`config.mk`:
```
export PLATFORM = sky130hd
export DESIGN_NAME = fact_bus_master
export DESIGN_NICKNAME = d
export VERILOG_FILES = /design/src/rtl/fact_bus_master.sv
export SDC_FILE = /design/constraint.sdc
export NUM_CORES = 1
export LEC_CHECK = 0
export ABC_CLOCK_PERIOD_IN_PS = 4600
export CELL_PAD_IN_SITES_DETAIL_PLACEMENT = 1
export CELL_PAD_IN_SITES_GLOBAL_PLACEMENT = 1
export CORE_ASPECT_RATIO = 1.75
export CORE_MARGIN = 5
export CORE_UTILIZATION = 42
export CTS_CLUSTER_DIAMETER = 80
export CTS_CLUSTER_SIZE = 30
export DETAILED_ROUTE_END_ITERATION = 10
export PLACE_DENSITY = 0.95
export REMOVE_ABC_BUFFERS = 1
export SLEW_MARGIN = 20
export SYNTH_ARGS = -nofsm -noshare
export SYNTH_HDL_FRONTEND = slang
export SYNTH_SLANG_ARGS = --single-unit
```
`constraint.sdc`:
```
create_clock -name clk -period 4.6 [get_ports clk]
set_input_delay 1.15 -clock clk [delete_from_list [all_inputs] [get_ports clk]]
set_output_delay 1.15 -clock clk [all_outputs]
set_load 0.1 [all_outputs]
```
`src/rtl/fact_bus_master.sv`:
```
// Bus initiator for the factorial accelerator: programs the operand, launches the core, waits
// for completion, reads the 128-bit result, clears the core and stores the result to memory.
module fact_bus_master #(
  parameter logic [15:0] BASE_ADDR = 16'h7000,
  parameter bit          USE_POLL  = 1'b0,
  parameter int unsigned TIMEOUT   = 4096
) (
  input  logic         clk,
  input  logic         reset_n,
  input  logic         start,
  input  logic [63:0]  operand,
  input  logic [15:0]  dest_addr,
  input  logic         m_grant,
  input  logic [63:0]  m_din,
  input  logic         interrupt,
  output logic         m_req,
  output logic         m_wr,
  output logic [15:0]  m_addr,
  output logic [63:0]  m_dout,
  output logic         busy,
  output logic         done,
  output logic         error,
  output logic [127:0] result
);

  localparam logic [15:0] AddrStart   = BASE_ADDR + 16'h0000;
  localparam logic [15:0] AddrClear   = BASE_ADDR + 16'h0008;
  localparam logic [15:0] AddrOpDone  = BASE_ADDR + 16'h0010;
  localparam logic [15:0] AddrIntrEn  = BASE_ADDR + 16'h0018;
  localparam logic [15:0] AddrOperand = BASE_ADDR + 16'h0020;
  localparam logic [15:0] AddrResH    = BASE_ADDR + 16'h0028;
  localparam logic [15:0] AddrResL    = BASE_ADDR + 16'h0030;

  localparam int unsigned     CntW    = (TIMEOUT > 1) ? $clog2(TIMEOUT) : 1;
  localparam logic [CntW-1:0] CntLast = CntW'(TIMEOUT - 1);

  typedef enum logic [3:0] {
    StIdle, StReq, StWOpnd, StWInten, StWStart, StWait, StRResH, StRResL,
    StWClr1, StWClr0, StWMemLo, StWMemHi, StRel, StAClr1, StAClr0, StAbort
  } state_e;

  typedef struct packed {
    logic        wr;
    logic [15:0] addr;
    logic [63:0] data;
  } bus_t;

  state_e         state_q;
  bus_t           bus_q;
  logic [63:0]    opnd_q;
  logic [15:0]    dest_q;
  logic [CntW-1:0] cnt_q;
  logic           req_q;
  logic           busy_q;
  logic           done_q;
  logic           error_q;
  logic [127:0]   result_q;

  logic wait_hit;
  assign wait_hit = USE_POLL ? m_din[0] : interrupt;

  // Bus cycle presented while the FSM sits in state s; registered on entry to s.
  function automatic bus_t bus_for(input state_e s);
    bus_t b;
    b = '0;
    case (s)
      StWOpnd:           b = '{wr: 1'b1, addr: AddrOperand, data: opnd_q};
      StWInten:          b = '{wr: 1'b1, addr: AddrIntrEn, data: USE_POLL ? 64'd0 : 64'd1};
      StWStart:          b = '{wr: 1'b1, addr: AddrStart, data: 64'd1};
      StWait:            b = '{wr: 1'b0, addr: AddrOpDone, data: 64'd0};
      StRResH:           b = '{wr: 1'b0, addr: AddrResH, data: 64'd0};
      StRResL:           b = '{wr: 1'b0, addr: AddrResL, data: 64'd0};
      StWClr1, StAClr1:  b = '{wr: 1'b1, addr: AddrClear, data: 64'd1};
      StWClr0, StAClr0:  b = '{wr: 1'b1, addr: AddrClear, data: 64'd0};
      StWMemLo:          b = '{wr: 1'b1, addr: dest_q, data: result_q[63:0]};
      StWMemHi:          b = '{wr: 1'b1, addr: dest_q + 16'd1, data: result_q[127:64]};
      default:           b = '0;
    endcase
    return b;
  endfunction

  always_ff @(posedge clk or negedge reset_n) begin
    if (!reset_n) begin
      state_q  <= StIdle;
      bus_q    <= '0;
      opnd_q   <= '0;
      dest_q   <= '0;
      cnt_q    <= '0;
      req_q    <= 1'b0;
      busy_q   <= 1'b0;
      done_q   <= 1'b0;
      error_q  <= 1'b0;
      result_q <= '0;
    end else begin
      done_q  <= 1'b0;
      error_q <= 1'b0;
      // Every state past StReq advances only on a granted cycle; a lost grant freezes it.
      unique case (state_q)
        StIdle: begin
          if (start) begin
            opnd_q  <= operand;
            dest_q  <= dest_addr;
            busy_q  <= 1'b1;
            req_q   <= 1'b1;
            state_q <= StReq;
          end
        end
        StReq: begin
          if (m_grant) begin
            state_q <= StWOpnd;
            bus_q   <= bus_for(StWOpnd);
          end
        end
        StWOpnd: begin
          if (m_grant) begin
            state_q <= StWInten;
            bus_q   <= bus_for(StWInten);
          end
        end
        StWInten: begin
          if (m_grant) begin
            state_q <= StWStart;
            bus_q   <= bus_for(StWStart);
          end
        end
        StWStart: begin
          if (m_grant) begin
            state_q <= StWait;
            bus_q   <= bus_for(StWait);
            cnt_q   <= '0;
          end
        end
        StWait: begin
          if (m_grant) begin
            if (wait_hit) begin
              state_q <= StRResH;
              bus_q   <= bus_for(StRResH);
            end else if (cnt_q == CntLast) begin
              state_q <= StAClr1;
              bus_q   <= bus_for(StAClr1);
            end else begin
              cnt_q <= cnt_q + 1'b1;
            end
          end
        end
        StRResH: begin
          if (m_grant) begin
            result_q[127:64] <= m_din;
            state_q          <= StRResL;
            bus_q            <= bus_for(StRResL);
          end
        end
        StRResL: begin
          if (m_grant) begin
            result_q[63:0] <= m_din;
            state_q        <= StWClr1;
            bus_q          <= bus_for(StWClr1);
          end
        end
        StWClr1: begin
          if (m_grant) begin
            state_q <= StWClr0;
            bus_q   <= bus_for(StWClr0);
          end
        end
        StWClr0: begin
          if (m_grant) begin
            state_q <= StWMemLo;
            bus_q   <= bus_for(StWMemLo);
          end
        end
        StWMemLo: begin
          if (m_grant) begin
            state_q <= StWMemHi;
            bus_q   <= bus_for(StWMemHi);
          end
        end
        StWMemHi: begin
          if (m_grant) begin
            state_q <= StRel;
            bus_q   <= '0;
            req_q   <= 1'b0;
            done_q  <= 1'b1;
          end
        end
        StRel: begin
          busy_q  <= 1'b0;
          state_q <= StIdle;
        end
        StAClr1: begin
          if (m_grant) begin
            state_q <= StAClr0;
            bus_q   <= bus_for(StAClr0);
          end
        end
        StAClr0: begin
          if (m_grant) begin
            state_q <= StAbort;
            bus_q   <= '0;
            req_q   <= 1'b0;
            error_q <= 1'b1;
          end
        end
        StAbort: begin
          busy_q  <= 1'b0;
          state_q <= StIdle;
        end
      endcase
    end
  end

  assign m_req  = req_q;
  assign m_wr   = bus_q.wr & m_grant;
  assign m_addr = bus_q.addr;
  assign m_dout = bus_q.data;
  assign busy   = busy_q;
  assign done   = done_q;
  assign error  = error_q;
  assign result = result_q;

endmodule

```
* Word level (Yosys, flattened, before mapping)
Index checks and enable logic that the tools add are counted.
** Storage, ports and cells
- Memories kept :: 0
- RAM bits :: 0
- Output and inout port bits :: 213
- Latch bits :: 0
- Bits of input ports :: 149
- Logic and storage cells :: 110
- Flip-flop bits (word level) :: 309
- Bits in read-only memories :: 0
** Operators by class
- Equal/unequal tests :: 35
- $add $sub $neg :: 2
- Reduce and logical (&&, ||, !) cells :: 16
- Shifts and indexed selects :: 0
- Multipliers :: 0
- $lt $le $gt $ge :: 0
- Multiplexer cells :: 43
- Bitwise gates (word level) :: 1
- Divide/modulo/power cells :: 0
** Operators with widths (number)
- two-way mux 81 bit :: 13
- case mux 81 bit (11 select lines) :: 1
- two-way mux 4 bit :: 16
- case mux 4 bit (15 select lines) :: 1
- two-way mux 12 bit :: 4
- == test 4 bit (second input constant) :: 8
- inequality test 2 bit (second input constant) :: 16
- case mux 12 bit (2 select lines) :: 1
- adder 16 x 1 -> 16 bit (second input constant) :: 1
- == test 4 x 3 -> 1 bit (second input constant) :: 4
- AND reduction 15 bit :: 1
- AND reduction 13 bit :: 1
- adder 12 x 1 -> 12 bit (second input constant) :: 1
- == test 12 bit (second input constant) :: 1
- nonzero test 11 bit :: 1
- == test 4 x 2 -> 1 bit (second input constant) :: 2
- AND reduction 2 bit :: 4
- nonzero test 2 bit :: 3
- OR reduction 2 bit :: 3
- two-way mux 1 bit :: 5
- AND reduction 5 bit :: 1
- == test 4 x 1 -> 1 bit (second input constant) :: 1
- zero test 4 bit :: 1
- inequality test 2 x 1 -> 1 bit (second input constant) :: 2
- 4 further kinds :: 5

* Logic depth before layout (Yosys ltp)
- Depth after elaboration :: 5
- Depth in mapped cells :: 9
- Gate-level depth less buffers :: 6

* Least setup slack after synthesis
No wires, ideal clock.
- Path type :: input-to-output
- Start :: in m_grant
- End :: out m_wr
- Cell stages on the path :: 2
- Path buffers :: 1
- Required time :: 3450 ps
- Arrival :: 2175 ps
- Path slack :: 1275 ps
- Cell sequence :: clkbuf_1 -> and2_1
** Between the ends
- Word-level cells in the longest chain between the ends :: 1
** RTL lines
- start: declaration :: line 13 : input logic m_grant,
- bitwise AND 1 bit :: line 213 : assign m_wr = bus_q.wr & m_grant;
- end: declaration :: line 17 : output logic m_wr,
Every way passes these cells.

* Worst setup path after layout
Same ends and word-level chain as after synthesis.

==> impl.org <==
** Status
- The flow ran to the end, and the final reports show no timing, DRC or antenna violations.

** Cells and area
- The area growth from synthesis to layout is 26.9%.
- Number of non-filler instances in the completed layout :: roughly 1,800
- The final layout contains 1,496 nets.
- Final standard cell utilization of the core :: 0.536
- Of the cells placed in the final design, the portion with a size suffix greater than 1 is 0.196.
- # fillers :: 3,303

** Drt
- Detailed routing inserted a total of roughly 10,000 vias.
- Detailed-routing iteration count for the pre-antenna-repair pass :: 7
- After detailed routing, the number of vias per cell comes to 5.92.
- After the first detailed-routing iteration, the DRC count stood at 854.
- Final wirelength :: 47.6 mm
- Post-DR wirelength/cell :: about 27 um
- DR DRC count :: 0
- Number of nets still failing antenna checks after routing :: 0

** STA
- Measured against its own limit, the worst slew margin works out to 0.265.
- The number of slew-limit violations in the final report is 0.
- Actual slew at the worst max-slew pin :: 1.10 ns
- Setup repair after global routing left no endpoint under its margin.
- Number of setup violations in the final report :: 0
- Max Freq :: 278 MHz
- Clock Skew :: 0.0335 ns
- After layout, the worst setup slack is 1.01 ns.
- After layout, the minimum clock period comes to between 3 and 4 ns.
- Count of final hold-check violations :: 0
- In the finished design, the share of the clock period the worst path needs comes to 0.781.

** Setup path
- CP required :: 3.45 ns
- The worst setup path is launched from an input port.
- Crit Path Max Fanout :: 12
- At the worst endpoint, the arrival time is approximately 2.4 ns.
- Start-to-end type of the worst setup path :: input port to primary output
- Endpoint class of the critical path :: primary output

** Die
- The die covers 36,800 sq um.
- The die is 250 um tall.
- The floorplan step defined a core boundary enclosing 32,700 sq um.
- Initial Util :: 0.423
- roughly 360 I/O pins were placed.
- The die is 147 um wide.
- Site row count :: 88

** Clocking
- Level count of the clock H-tree :: 1
- Worst-Skew Late Latency :: 0.52 ns
- Counting the buffers created by CTS gives 14.
- # resized after CTS :: 0
- Hold-fix buffer count after cts :: 0
- TritonCTS clock tree :: yes
- The tree is rooted in a sky130_fd_sc_hd__clkbuf_16.
- Postcts setup bufs :: 0
- Clock tree synthesis found a total of 309 sinks.
- Max Buffers Root-to-Sink :: 3
- CTS clk-pin slew, worst paths :: 0.11 ns

** Flow run
- Max-capacitance violation count :: 0

** Placement
- Prior to clock tree synthesis, the placed netlist has a worst setup slack of 1.02 ns.
- Buffers placed on the I/O ports in this run total 361.
- Placed cells :: 1,734
- The wire-length estimate of the detail-placed layout is 34.3 mm.
- GPL Wtd Cong :: ~0.86

** GRT
- The first global-routing pass estimated 72.0 mm of wire.
- The via count of the first global-routing pass came to 11,550.
- Largest net degree at the start of global routing :: approximately 120
- Summed over all layers, the global routing overflow is 0.
- Initial antenna violation count :: 15
- In the global route stage, overall resource usage came out at 0.252.

** Synthesis
- The share of synthesized area in the top cell type comes to 0.560.
- Yosys top cell by area :: sky130_fd_sc_hd__dfrtp_1
- Post-Syn Instances :: 1,112
- Among all flip-flop cells after synthesis, the most frequent one is sky130_fd_sc_hd__dfrtp_1.
- In this run, distinct cell masters in the synthesized netlist total 61.
- Most instantiated cells after synthesis :: sky130_fd_sc_hd__dfrtp_1 (309), sky130_fd_sc_hd__mux2_2 (209), sky130_fd_sc_hd__nand2_1 (96)
- Yosys warning count :: 0
- Biggest area contributors in the synthesized netlist :: sky130_fd_sc_hd__dfrtp_1 (56%), sky130_fd_sc_hd__mux2_2 (17%), sky130_fd_sc_hd__buf_4 (4.8%)
- After synthesis the cells add up to 13,800 sq um.
- Of all flip-flops after synthesis, the portion carrying an async set or reset was 1.00.
- The share of the Yosys chip area taken by registers is 0.560.
- Yosys instantiated no cell more often than sky130_fd_sc_hd__dfrtp_1.
- Yosys mapped a number of flops with a built-in enable equal to 0.
- After synthesis the netlist holds a flip-flop and latch count of 309.
- Average footprint of a synthesized cell :: 12.4 sq um

** Hold path
- Class of the tightest hold or removal check :: register to register
[cell families (layout without fill, tap and decap cells)]
family | after synthesis | count (layout) | synth area share
DFF | 309 | 309 | 0.560
adders and majority gates | 2 | 2 | 0.00181
other | 0 | 12 | 0
buffers and inverters | 170 | 406 | 0.0782
xor gates and xnor gates | 15 | 15 | 0.00951
AOI/OAI and AO/OA | 205 | 205 | 0.107
muxes | 211 | 211 | 0.172
and+or+nand+nor | 200 | 200 | 0.0719
[per-stage QoR]
step	cell area, sq um	hold WS [ns]	setup TNS, ns
4_1_cts	17500	0.495	0
3_3_place_gp	17100	0.462	0
5_1_grt	17500	0.528	0
3_5_place_dp	17100	0.469	0
6_report	17500	0.494	0
2_1_floorplan	12800	0.442	-133.20
[cell type report]
class                   count  area [sq um]  area share
flip-flops and latches    309          7730       0.441
multi-input cells         633          5040       0.288
repair buffers            379          3790       0.216
well taps                 405           507      0.0289
clock buffers              16           379      0.0216
inverters                   8          30.0     0.00171
diodes                     12          30.0     0.00171
clock inverters             3          26.3     0.00150
[layout by cell type (no fill, tap or decap), types with 13 or more instances in the layout]
master,count
sky130_fd_sc_hd__a21oi_1,14
sky130_fd_sc_hd__a222oi_1,63
sky130_fd_sc_hd__buf_4,16
sky130_fd_sc_hd__clkbuf_16,15
sky130_fd_sc_hd__clkdlybuf4s50_1,359
sky130_fd_sc_hd__dfrtp_1,309
sky130_fd_sc_hd__mux2_2,209
sky130_fd_sc_hd__nand2_1,96
sky130_fd_sc_hd__nor2_1,27
sky130_fd_sc_hd__o21ai_0,81
sky130_fd_sc_hd__xnor2_1,13
[worst max-delay path: stages]
cell and delay, ns:
sky130_fd_sc_hd__clkdlybuf4s50_1 0.80, sky130_fd_sc_hd__and2_1 0.20, sky130_fd_sc_hd__buf_4 0.28
[registers in the layout, summed over array words and instances, names as in the netlist]
| register | cells |
|---|---|
| m_addr | 16 |
| dest_q | 16 |
| busy | 1 |
| result | 128 |
| opnd_q | 64 |
| m_dout | 64 |
| bus_q | 1 |
| state_q | 4 |
| done | 1 |
| m_req | 1 |
| error | 1 |
| cnt_q | 12 |
[worst paths after layout]
check,start,slack (ns),to,cells after the start
min in group asynchronous,reset_n,0.71,dest_q[9]$_DFFE_PN0P_,1
max in group asynchronous,reset_n,2.86,result[50]$_DFFE_PN0P_,2
hold / removal,m_dout[45]$_DFFE_PN0P_,0.49,m_dout[45]$_DFFE_PN0P_,2
setup / recovery,m_grant,1.01,m_wr,3
hold reg to reg,m_dout[45]$_DFFE_PN0P_,0.49,m_dout[45]$_DFFE_PN0P_,2
setup reg to reg,state_q[3]$_DFFE_PN0P_,1.43,m_addr[8]$_DFFE_PN0P_,6
[layer usage]
layer  track usage  part of all wire
met2         0.462              0.55
met3        0.0412             0.052
met5             0           0.00097
met4         0.147             0.060
met1         0.270              0.34
Power is left out: the tool's default activity adds up to more than one toggle a clock period on the data nets, which glitch-free logic cannot reach.
